## src/rtl/microwave_pkg.sv

```systemverilog
// Shared types and segment codes for the microwave controller.
package microwave_pkg;

    typedef enum logic [1:0] {
        IDLE  = 2'd0,
        COOK  = 2'd1,
        PAUSE = 2'd2
    } state_t;

    typedef logic [3:0] bcd_t;

    // Segment order {g,f,e,d,c,b,a}, active high.
    localparam logic [6:0] SEG_0 = 7'h3F;
    localparam logic [6:0] SEG_1 = 7'h06;
    localparam logic [6:0] SEG_2 = 7'h5B;
    localparam logic [6:0] SEG_3 = 7'h4F;
    localparam logic [6:0] SEG_4 = 7'h66;
    localparam logic [6:0] SEG_5 = 7'h6D;
    localparam logic [6:0] SEG_6 = 7'h7D;
    localparam logic [6:0] SEG_7 = 7'h07;
    localparam logic [6:0] SEG_8 = 7'h7F;
    localparam logic [6:0] SEG_9 = 7'h6F;

endpackage

```

## src/rtl/microwave_controller_seg7_decoder.sv

```systemverilog
// BCD digit to 7-segment code; non-BCD values go dark.
module seg7_decoder
    import microwave_pkg::*;
(
    input  bcd_t       i_bcd,
    output logic [6:0] o_seg
);

    always_comb begin
        o_seg = 7'h00;
        unique case (i_bcd)
            4'd0:    o_seg = SEG_0;
            4'd1:    o_seg = SEG_1;
            4'd2:    o_seg = SEG_2;
            4'd3:    o_seg = SEG_3;
            4'd4:    o_seg = SEG_4;
            4'd5:    o_seg = SEG_5;
            4'd6:    o_seg = SEG_6;
            4'd7:    o_seg = SEG_7;
            4'd8:    o_seg = SEG_8;
            4'd9:    o_seg = SEG_9;
            default: o_seg = 7'h00;
        endcase
    end

endmodule

```

## src/rtl/microwave_controller.sv

```systemverilog
// Microwave controller: keypad M:SS entry, 1 Hz countdown, door interlock.
// Define LEADING_ZERO_BLANK_EN to blank leading zero digits on the display.
module microwave_controller
    import microwave_pkg::*;
#(
    parameter int CLK_HZ = 100
) (
    input  logic       clock,
    input  logic       resetn,
    input  logic [9:0] keypad,
    input  logic       startn,
    input  logic       stopn,
    input  logic       clearn,
    input  logic       door_closed,
    output logic [6:0] mins_seg,
    output logic [6:0] sec_tens_seg,
    output logic [6:0] sec_ones_seg,
    output logic       mag_on
);

    localparam int PW = (CLK_HZ > 1) ? $clog2(CLK_HZ) : 1;
    localparam logic [PW-1:0] PRE_TC = PW'(CLK_HZ - 1);

    state_t        r_state;
    bcd_t          r_mins;
    bcd_t          r_tens;
    bcd_t          r_ones;
    logic [PW-1:0] r_pre;
    logic          r_key_prev;
    logic          r_mag;

    bcd_t w_digit;
    logic w_key_any;
    logic w_press;
    logic w_nonzero;
    logic w_start_ok;
    logic w_hold;
    logic w_wrap;
    logic w_last;

    // Later bits overwrite earlier ones, so the highest key wins.
    always_comb begin
        w_digit = '0;
        for (int i = 0; i < 10; i++) begin
            if (keypad[i]) w_digit = bcd_t'(i);
        end
    end

    assign w_key_any  = |keypad;
    assign w_press    = w_key_any && !r_key_prev;
    assign w_nonzero  = (r_mins != 0) || (r_tens != 0) || (r_ones != 0);
    assign w_start_ok = !startn && stopn && door_closed && w_nonzero;
    assign w_hold     = !stopn || !door_closed;
    assign w_wrap     = (r_pre == PRE_TC);
    assign w_last     = (r_mins == 0) && (r_tens == 0) && (r_ones == 4'd1);

    always_ff @(posedge clock or negedge resetn) begin
        if (!resetn) begin
            r_state    <= IDLE;
            r_mins     <= '0;
            r_tens     <= '0;
            r_ones     <= '0;
            r_pre      <= '0;
            r_key_prev <= 1'b0;
            r_mag      <= 1'b0;
        end else begin
            r_key_prev <= w_key_any;
            if (!clearn) begin
                r_state <= IDLE;
                r_mins  <= '0;
                r_tens  <= '0;
                r_ones  <= '0;
                r_pre   <= '0;
                r_mag   <= 1'b0;
            end else begin
                unique case (r_state)
                    IDLE: begin
                        if (w_start_ok) begin
                            r_state <= COOK;
                            r_pre   <= '0;
                            r_mag   <= 1'b1;
                        end else if (w_press) begin
                            r_mins <= r_tens;
                            r_tens <= r_ones;
                            r_ones <= w_digit;
                        end
                    end
                    COOK: begin
                        if (w_hold) begin
                            r_state <= PAUSE;
                            r_mag   <= 1'b0;
                        end else if (w_wrap) begin
                            r_pre <= '0;
                            if (r_ones != 0) begin
                                r_ones <= r_ones - 4'd1;
                            end else if (r_tens != 0) begin
                                r_ones <= 4'd9;
                                r_tens <= r_tens - 4'd1;
                            end else begin
                                r_ones <= 4'd9;
                                r_tens <= 4'd5;
                                r_mins <= r_mins - 4'd1;
                            end
                            if (w_last) begin
                                r_state <= IDLE;
                                r_mag   <= 1'b0;
                            end
                        end else begin
                            r_pre <= r_pre + 1'b1;
                        end
                    end
                    PAUSE: begin
                        if (w_start_ok) begin
                            r_state <= COOK;
                            r_pre   <= '0;
                            r_mag   <= 1'b1;
                        end
                    end
                    default: begin
                        r_state <= IDLE;
                        r_mag   <= 1'b0;
                    end
                endcase
            end
        end
    end

    assign mag_on = r_mag;

    logic [6:0] w_mins_seg;
    logic [6:0] w_tens_seg;
    logic [6:0] w_ones_seg;

    seg7_decoder u_mins (.i_bcd(r_mins), .o_seg(w_mins_seg));
    seg7_decoder u_tens (.i_bcd(r_tens), .o_seg(w_tens_seg));
    seg7_decoder u_ones (.i_bcd(r_ones), .o_seg(w_ones_seg));

`ifdef LEADING_ZERO_BLANK_EN
    assign mins_seg     = (r_mins == 0) ? 7'h00 : w_mins_seg;
    assign sec_tens_seg = (r_mins == 0 && r_tens == 0) ? 7'h00 : w_tens_seg;
`else
    assign mins_seg     = w_mins_seg;
    assign sec_tens_seg = w_tens_seg;
`endif
    assign sec_ones_seg = w_ones_seg;

endmodule

```

## config.mk

```make
export PLATFORM = sky130hd
export DESIGN_NAME = microwave_controller
export DESIGN_NICKNAME = d
export VERILOG_FILES = /design/src/rtl/microwave_pkg.sv /design/src/rtl/microwave_controller_seg7_decoder.sv /design/src/rtl/microwave_controller.sv
export SDC_FILE = /design/constraint.sdc
export NUM_CORES = 1
export LEC_CHECK = 0
export CAP_MARGIN = 20
export CORE_ASPECT_RATIO = 0.75
export CORE_MARGIN = 4
export CORE_UTILIZATION = 50
export DETAILED_ROUTE_END_ITERATION = 8
export PLACE_DENSITY = 0.84
export SKIP_LAST_GASP = 1
export SYNTH_ARGS = -nofsm -noshare
export SYNTH_HDL_FRONTEND = slang
export SYNTH_SLANG_ARGS = --single-unit
export TNS_END_PERCENT = 20
```

## constraint.sdc

```tcl
create_clock -name clock -period 3 [get_ports clock]
set_input_delay 0.45 -clock clock [delete_from_list [all_inputs] [get_ports clock]]
set_output_delay 0.45 -clock clock [all_outputs]
set_load 0.005 [all_outputs]
```

# Yosys cells after proc, flatten, opt, wreduce, memory -nomap -nowiden
# Memory sizes are Yosys's and may differ from the RTL's.
# Cells that the tools add are included.
dict set report totals {
  out_inout_bits 22
  register_bits 23
  memories 3
  romBits 336
  wordCells 104
}
# name words width read_ports rd_ports_with_merged_regs write_ports line
set memory_table {}
lappend memory_table {{(no name shown)} 16 7 1 0 0 microwave_controller_seg7_decoder.sv:11} ;# unique case (i_bcd)
lappend memory_table {{(no name shown)} 16 7 1 0 0 microwave_controller_seg7_decoder.sv:11}
lappend memory_table {{(no name shown)} 16 7 1 0 0 microwave_controller_seg7_decoder.sv:11}
dict set report op_classes {
  add_sub_neg 4
  n_mux 49
  eq_ne 15
  n_reduce_logical 26
}
# cell n
set ops {}
lappend ops {{2-to-1 mux 4 bit} 27}
lappend ops {{2-to-1 mux 7 bit} 4}
lappend ops {{one-hot mux 4 bit (2 select lines)} 3}
lappend ops {{!= test 3 bit (second input constant)} 6}
lappend ops {{one-hot mux 7 bit (2 select lines)} 1}
lappend ops {{2-to-1 mux 2 bit} 6}
lappend ops {{nonzero test 4 bit} 3}
lappend ops {{subtractor 4 x 1 -> 4 bit (second input constant)} 3}
lappend ops {{OR reduction 10 bit} 1}
lappend ops {{logical NOT 4 bit} 2}
lappend ops {{!= test 4 bit (second input constant)} 2}
lappend ops {{adder 7 x 1 -> 7 bit (second input constant)} 1}
lappend ops {{== test 7 bit (second input constant)} 1}
lappend ops {{AND reduction 7 bit} 1}
lappend ops {{logical AND 1 bit} 6}
lappend ops {{2-to-1 mux 1 bit} 6}
lappend ops {{!= test 3 x 2 -> 1 bit (second input constant)} 2}
lappend ops {{AND reduction 3 bit} 2}
lappend ops {{AND reduction 6 bit} 1}
lappend ops {{AND reduction 5 bit} 1}
lappend ops {{== test 4 x 1 -> 1 bit (second input constant)} 1}
lappend ops {{logical NOT 1 bit} 4}
lappend ops {{one-hot mux 2 bit (2 select lines)} 1}
lappend ops {{logical OR 1 bit} 3}
lappend ops {{other kinds (6)} 6}

# Logic depth before layout (Yosys ltp)
# Gate-level depths: netlist (run 1).
dict set report depth {
  ltp_word 13
  ltp_mapped 8
  ltp_nobuf 7
}

# Hierarchy
# Synthesis (run 1) repeated with hierarchy kept, for this count alone.
dict set report hier_totals {
  cells_unflattened 254
  area_unflattened_um2 2085.8
}
# module area_per_inst_um2 cells_per_inst n_inst
set modules_own_cells {}
lappend modules_own_cells {microwave_controller 1446.4 172 1}
lappend modules_own_cells {{seg7_decoder (u_mins ...)} 219.0 28 2}
lappend modules_own_cells {{seg7_decoder (u_ones)} 201.4 26 1}

# Worst setup path before layout (run 1)
# No wires, ideal clock.
dict set report synth_timing {
  path_kind {register to register}
  from {register r_tens[0]}
  to {register r_mins[2]}
  required_time_ps 2867
  stages_incl_launch_ff 8
  period_less_slack_ps 2133
  path_slack_ps 867
  t_arrival_ps 2000
  path_cell_list {dfrtp_1 -> inv_1 -> ha_1 -> nor3b_4 -> a41oi_4 -> or4_1 -> a221oi_1 -> o22ai_1}
}
dict set report synth_via {
  elab_chain_cells 6
  elab_cells_between_ends 7
}
# element line
set synth_lines {}
lappend synth_lines {{start: declaration} microwave_controller.sv:26} ;# bcd_t r_tens;
lappend synth_lines {{start signal: assignment} microwave_controller.sv:84} ;# r_tens <= r_ones;
lappend synth_lines {{start signal: assignment} microwave_controller.sv:98} ;# r_tens <= r_tens - 4'd1;
lappend synth_lines {{nonzero test 4 bit *} {microwave_controller.sv:51, microwave_controller.sv:96}}
lappend synth_lines {{logical OR 1 bit (2 in a row)} microwave_controller.sv:51} ;# assign w_nonzero = (r_mins != 0) || (r_tens != 0) || (r_ones != 0);
lappend synth_lines {{logical AND 1 bit} microwave_controller.sv:52} ;# assign w_start_ok = !startn && stopn && door_closed && w_nonzero;
lappend synth_lines {{!= test 3 bit (no source line)} --}
lappend synth_lines {{AND reduction 7 bit (no source line) *} --}
lappend synth_lines {{end signal: assignment} microwave_controller.sv:83} ;# r_mins <= r_tens;
lappend synth_lines {{end signal: assignment} microwave_controller.sv:102} ;# r_mins <= r_mins - 4'd1;
lappend synth_lines {{end: declaration} microwave_controller.sv:25} ;# bcd_t r_mins;
# Every way passes the cells marked *; elsewhere a longest branch is shown, timed or not.
# A chain may end at the register's enable or synchronous reset.

# Final worst setup path (run 1)
dict set report layout_timing {
  from {register r_ones[0]}
  to {output sec_ones_seg[4]}
}
dict set report layout_via {
  elab_chain_cells 1
}
# element line
set layout_lines {}
lappend layout_lines {{start: declaration} microwave_controller.sv:27} ;# bcd_t r_ones;
lappend layout_lines {{start signal: assignment} microwave_controller.sv:85} ;# r_ones <= w_digit;
lappend layout_lines {{start signal: assignment} microwave_controller.sv:95} ;# r_ones <= r_ones - 4'd1;
lappend layout_lines {{memory (16 x 7 bit)} --}
lappend layout_lines {{end: declaration} microwave_controller.sv:17} ;# output logic [6:0] sec_ones_seg,
# No other way between the ends.

==> run summary, run 1 <==
PwrDens = 252 nW/µm²
CTS tree = done
Routed WL = 5000 µm
setup tns final = 0 ps
CP Data Arrival Time = 2280 ps
Synth async-reset ratio = 100%
slowest stage delay, CP = 530 ps
Via density = 5.89
register area share after synthesis = 27.4%
slew margin rel. = 67.7%
final instance area = 2490 µm²
crit path kind = register to output pin
# H-tree levels = 1
leak pwr = 1.02 nW
Peak VDD IR = 0.213 mV
Crit path max-delay family = buffers and inverters
Placer Congestion = 0.868
total clock sinks = 22
Worst Skew = 5.32 ps
CTS resizes = 0
status = complete, no violations
worst hold slack = 521 ps
RSZ-0062 raised after global routing = no
PortBufs = 37
starting density of the core = 53.6%
FF+latch count, synth = 22
Final WS setup = 270 ps
first-pass GRT wire length = 8420 µm
Placed Instance Area = 2420 µm²
Setup violations, final = 0
final count of pins violating max slew = 0
Post-CTS Setup Repair Bufs = 0
worst slack at placement = 549 ps
hpwl dp = 3830 µm
Routed Antenna Nets = 0
Worst Setup Start Kind = register
Reg2Reg Depth = 7
area leader, netlist = dfrtp_1
core area = 3760 µm²
# rows = 19
synth top area cells = dfrtp_1 27%, ha_1 12%, o21ai_0 6.2%, a21oi_1 5.2%, nor2_1 5.0%
drt initial violations = 112
FILL cells = 361
root buffer cell = clkbuf_8
num ports = 38
cts hold-fix bufs = 0
clock latency on the worst-skew pair = 270 ps
total gr overflow = 0
Hold Crit Depth = 2
worst slew pin tran = 480 ps
synthesized instance count = 259
final hold violation count = 0
GR Util All Layers = 20.3%
largest net degree at the start of global routing = 23
top_reg_cell synth = dfrtp_1
chip height = 62.9 µm
warnings from Yosys = 0
antenna violations before repair = 0
top cell type's share of synthesized area = 27.4%
slowest cell on the critical path = or3b_2
clock buffer depth = 2
WP buf/inv = 2
P&R area growth vs syn = 23.6%
count leader, synth = nor2_1
TritonRoute pass-1 iters = 4
antenna cells = 0
die area = 5110 µm²
CP required = 2550 ps
Synth top cells by count = 27 x nor2_1, 25 x o21ai_0, 23 x nand2_1
Avg WL per Cell = 14.6 µm
total CTS buffers = 3
maximum fanout along the worst path = 6
# nets final = 327
Post-synth EDFFs = 0
Synthesized Nets = 294
Final min period = 2730 ps
CTS clk-pin slew, worst paths = 80 ps
Synth Cell Area = 2010 µm²
number of distinct library cells after synthesis = 53
f_max = 0.366 GHz
cell depth of the worst setup path = 5
Hold Crit Class = register to register
# DRC = 0
Vias = 2,021
number of global-route vias before repair = 1,800
die width = 81.2 µm
Final period util = 91.0%
share of cells above drive strength 1 = 6.53%
syn_area_per_cell = 7.77 µm²
final core utilization = 66.2%
MaxCap Viol Count = 0
cell breakdown of the critical path = inv_1 -> ha_1 -> or3b_2 -> nand2_1 -> clkdlybuf4s50_1
CP Capture Type = output pin
worst min-delay path, cell delays in order (launching register included):
cell and delay (ps):
dfrtp_1 380, nand2_1 50, o21ai_0 60
layer usage:
layer	routed length (µm)	track usage, %	vias to the layer above
li1	-	-	990
met1	2390	31.5	937
met2	2120	29.2	89
met3	425	1.87	5
met4	62	6.54	0
met5	0	0	-
sequential cells by signal, indices dropped and copies added (netlist names):
signal / count
r_pre: 7
r_mins: 4
r_ones: 4
r_tens: 4
r_state: 2
r_key_prev: 1
cell usage in the layout, fill, tap and decap left out, types with 2 or more instances in the layout:
| cell type | instances |
|---|---|
| o22ai_1 | 9 |
| o21bai_1 | 2 |
| clkdlybuf4s50_1 | 37 |
| a211oi_1 | 3 |
| nand2b_1 | 4 |
| o31ai_1 | 2 |
| and3_1 | 2 |
| buf_4 | 3 |
| or2_2 | 5 |
| nand2_1 | 23 |
| mux2i_1 | 4 |
| nor4_1 | 4 |
| o21ai_0 | 25 |
| nand4b_1 | 2 |
| a21oi_1 | 21 |
| or4_1 | 2 |
| a21o_1 | 2 |
| inv_1 | 18 |
| nor3_1 | 8 |
| nor2b_1 | 6 |
| o32ai_1 | 4 |
| ha_1 | 19 |
| clkbuf_8 | 3 |
| dfrtp_1 | 22 |
| nor2_1 | 27 |
| or3_1 | 2 |
| nand3_1 | 6 |
worst paths after layout:
path	from	endpoint	slack (ps)
max	r_ones[0]$_DFFE_PN0P_	sec_ones_seg[4]	270
min	r_pre[1]$_DFFE_PN0P_	r_pre[1]$_DFFE_PN0P_	520
max reg2reg	r_ones[0]$_DFFE_PN0P_	r_mins[2]$_DFFE_PN0P_	550
min reg2reg	r_pre[1]$_DFFE_PN0P_	r_pre[1]$_DFFE_PN0P_	520
max in group asynchronous	resetn	r_mins[3]$_DFFE_PN0P_	2240
min in group asynchronous	resetn	r_tens[1]$_DFFE_PN0P_	530
layout make-up:
class / count / area, µm² / share of cell area, %
clock buffers: 3 / 41.3 / 1.66
clock inverters: 1 / 30.0 / 1.21
inverters: 19 / 71.3 / 2.87
multi-input cells: 206 / 1340 / 53.7
flip-flops and latches: 22 / 551 / 22.1
well taps: 52 / 65.1 / 2.62
repair buffers: 40 / 393 / 15.8
metrics by stage:
stage               instances  total power [mW]
floorplan                 259             0.317
global placement          339             0.352
detailed placement        339             0.352
CTS                       343             0.633
global route              343             0.647
finish                    343             0.627
cells by family (layout without fill, tap and decap cells):
| logic type | count (synthesis) | count (layout) | synth area share (%) |
|---|---|---|---|
| AND/OR/NAND/NOR | 98 | 98 | 25.2 |
| flip-flops | 22 | 22 | 27.4 |
| AO/OA/AOI/OAI | 83 | 83 | 26.5 |
| adder cells (fa/ha/maj) | 19 | 19 | 11.8 |
| XOR/XNOR | 2 | 2 | 0.871 |
| buffers and inverters | 31 | 63 | 6.22 |
| multiplexers | 4 | 4 | 1.99 |
where the power goes:
part	total (mW)	switching (mW)	internal, mW
clock	0.280	0.102	0.178
combinational	0.0501	0.0255	0.0246
sequential	0.296	0.000215	0.296
Note: power is estimated with default switching activity, not from simulation.
==> inputs of run 2 (changes only) <==
CORE_UTILIZATION = 48   (was 50)
clock period = 2.3 ns   (was 3 ns; I/O delays follow)
==> run 2 against run 1 <==
- the run now ends with setup timing left
- critical endpoint unchanged
- sequential cell count unchanged
- largest power group unchanged
- non-clock buffer count increased by 18
- setup slack got worse by 280 ps
- final cell count increased by 6.1%
- highest routed layer unchanged
==> run summary, run 2 (synthesis results as in run 1) <==
status = finished, violations left
violated checks = setup timing
max layer used = met4
Avg WL per Cell = 13.6 µm (-6.4%)
antenna violations before repair = 0 (unchanged)
Int Pwr = 0.577 mW (+16%)
Final period util = 101%
Hold Crit Class = input port to async pin
CP Capture Type = output pin
leak pwr = 1.10 nW (+7.8%)
total CTS buffers = 3 (unchanged)
met2 WL post-DR = 2210 µm (+4.3%)
# rows = 20 (+1)
root buffer cell = clkbuf_8
first-pass GRT wire length = 8490 µm (+0.75%)
antenna cells = 0 (unchanged)
largest net degree at the start of global routing = 23 (unchanged)
leading cell type in the layout, fill and taps excluded = clkdlybuf4s50_1
M1 WL = 2440 µm (+2.0%)
chip height = 64.1 µm (+1.8%)
switching pwr = 0.158 mW (+24%)
TritonRoute pass-1 iters = 4 (unchanged)
starting density of the core = 49.6% (-3.9 points)
maximum fanout along the worst path = 4 (-2)
Sequential Power Share = 52.6% (+5.3 points)
# nets final = 345 (+5.5%)
clock buffer depth = 2 (unchanged)
Routed WL = 4960 µm (-0.70%)
Clock Power Share = 37.6% (-7.1 points)
CP Data Arrival Time = 1970 ps (-310 ps)
total clock sinks = 22 (unchanged)
final instance area = 2620 µm² (+5.3%)
WL met3 = 259 µm (-39%)
Setup violations, final = 1 (+1)
num ports = 38 (unchanged)
die width = 82.8 µm (+1.9%)
R2R Setup Slk = 110 ps (-440 ps)
drt initial violations = 91 (-19%)
Worst Skew = 4.93 ps (-0.397 ps)
Final WS setup = -13.5 ps (-284 ps)
total gr overflow = 0 (unchanged)
slew margin rel. = 70.3% (+2.7 points)
Sw Share = 21.5% (+1.2 points)
final core utilization = 64.6% (-1.6 points)
Final min period = 2310 ps
Vias = 2,065 (+2.2%)
CTS clk-pin slew, worst paths = 80 ps (about the same)
MaxCap Viol Count = 0 (unchanged)
RSZ-0062 raised after global routing = yes
# DRC = 0 (unchanged)
PwrDens = 281 nW/µm² (+11%)
commonest cells after routing, fill and taps aside = 36 x clkdlybuf4s50_1, 27 x nor2_1, 24 x o21ai_0, 23 x nand2_1
Biggest register = r_pre
core area = 4050 µm² (+7.9%)
f_max = 0.432 GHz
P&R area growth vs syn = 30.2%
GR Util All Layers = 20.1% (-0.18 points)
CTS tree = done
Placed Instance Area = 2550 µm² (+5.7%)
worst slew pin tran = 441 ps (-39.1 ps)
number of global-route vias before repair = 1,941 (+7.8%)
die area = 5300 µm² (+3.7%)
Via density = 5.67 (-3.7%)
Post-CTS Setup Repair Bufs = 0 (unchanged)
crit path kind = register to output pin
Routed Antenna Nets = 0 (unchanged)
PortBufs = 37 (unchanged)
Peak VDD IR = 0.323 mV (+52%)
clock latency on the worst-skew pair = 270 ps (about the same)
CP required = 1960 ps (-590 ps)
# H-tree levels = 1 (unchanged)
share of cells above drive strength 1 = 13.3% (+6.7 points)
final hold violation count = 0 (unchanged)
Comb power frac = 9.8% (+1.8 points)
Worst Setup Start Kind = register
Largest register FFs = 7 (unchanged)
Placer Congestion = 0.858 (-1.1%)
final count of pins violating max slew = 0 (unchanged)
hpwl dp = 3980 µm (+3.8%)
==> run 2: cell types whose count changed in the layout (fill, tap and decap cells not counted), sizes merged <==
cell and change:
clkbuf +1, dlymetal6s2s +1, clkdlybuf4s50 -1, buf +18
bufinv -1
==> run 2: layout make-up <==
class                   count  area, µm²
fillers                   355       1440
flip-flops and latches     22        552
well taps                  55       68.8
repair buffers             58        531
inverters                  19       71.3
multi-input cells         206       1340
clock buffers               4       55.1
==> run 2: path summary, 6_finish.rpt <==
kind / from / endpoint / depth (start not counted)
hold reg to reg: r_pre[3]$_DFFE_PN0P_ / r_pre[3]$_DFFE_PN0P_ / 1
max in group asynchronous: resetn / r_ones[2]$_DFFE_PN0P_ / 2
setup / recovery: r_ones[0]$_DFFE_PN0P_ / sec_ones_seg[4] / 5
min in group clock: r_pre[3]$_DFFE_PN0P_ / r_pre[3]$_DFFE_PN0P_ / 1
setup reg to reg: r_ones[0]$_DFFE_PN0P_ / r_mins[2]$_DFFE_PN0P_ / 7
hold / removal: resetn / r_ones[1]$_DFFE_PN0P_ / 2
==> run 2: repair_timing <==
| item | CTS | global route |
|---|---|---|
| hold buffers | 0 | 0 |
| gates resized for setup | 2 | 5 |
| endpoints found under the setup margin | 4 | 11 |
==> run 2: worst max-delay path, stage by stage, from the launching register on <==
cell	delay [ps]
dfrtp_1	390
inv_2	100
ha_1	190
or3b_4	420
nand2_1	100
clkdlybuf4s50_1	500
==> run 2: per-stage QoR <==
| stage | power, mW | setup TNS, ps | hold slack (ps) | instances | worst slack [ps] |
|---|---|---|---|---|---|
| 2_1_floorplan | 0.414 | 0 | 49.4 | 259 | 167 |
| 3_3_place_gp | 0.465 | 0 | 499 | 360 | 108 |
| 3_5_place_dp | 0.467 | 0 | 512 | 360 | 64.4 |
| 4_1_cts | 0.740 | -78.2 | 434 | 364 | -45.3 |
| 5_1_grt | 0.762 | -473 | 447 | 364 | -97.0 |
| 6_report | 0.735 | -13.5 | 426 | 364 | -13.5 |
==> run 2: power groups by stage <==
| stage | Combinational (mW) | Clock [mW] | Sequential [mW] |
|---|---|---|---|
| 6_report | 0.0723 | 0.276 | 0.387 |
| 5_1_grt | 0.0787 | 0.297 | 0.387 |
| 4_1_cts | 0.0724 | 0.281 | 0.387 |
| 3_5_place_dp | 0.0722 | 0 | 0.394 |
| 3_3_place_gp | 0.0709 | 0 | 0.394 |
| 2_1_floorplan | 0.0193 | 0 | 0.394 |
==> run 2: per-layer routing <==
| metal | track usage [%] | up-vias |
|---|---|---|
| met1 | 27.2 | 957 |
| met3 | 4.08 | 9 |
| met4 | 6.53 | 0 |
| met2 | 32.0 | 58 |
| li1 | - | 1041 |
| met5 | 0 | - |
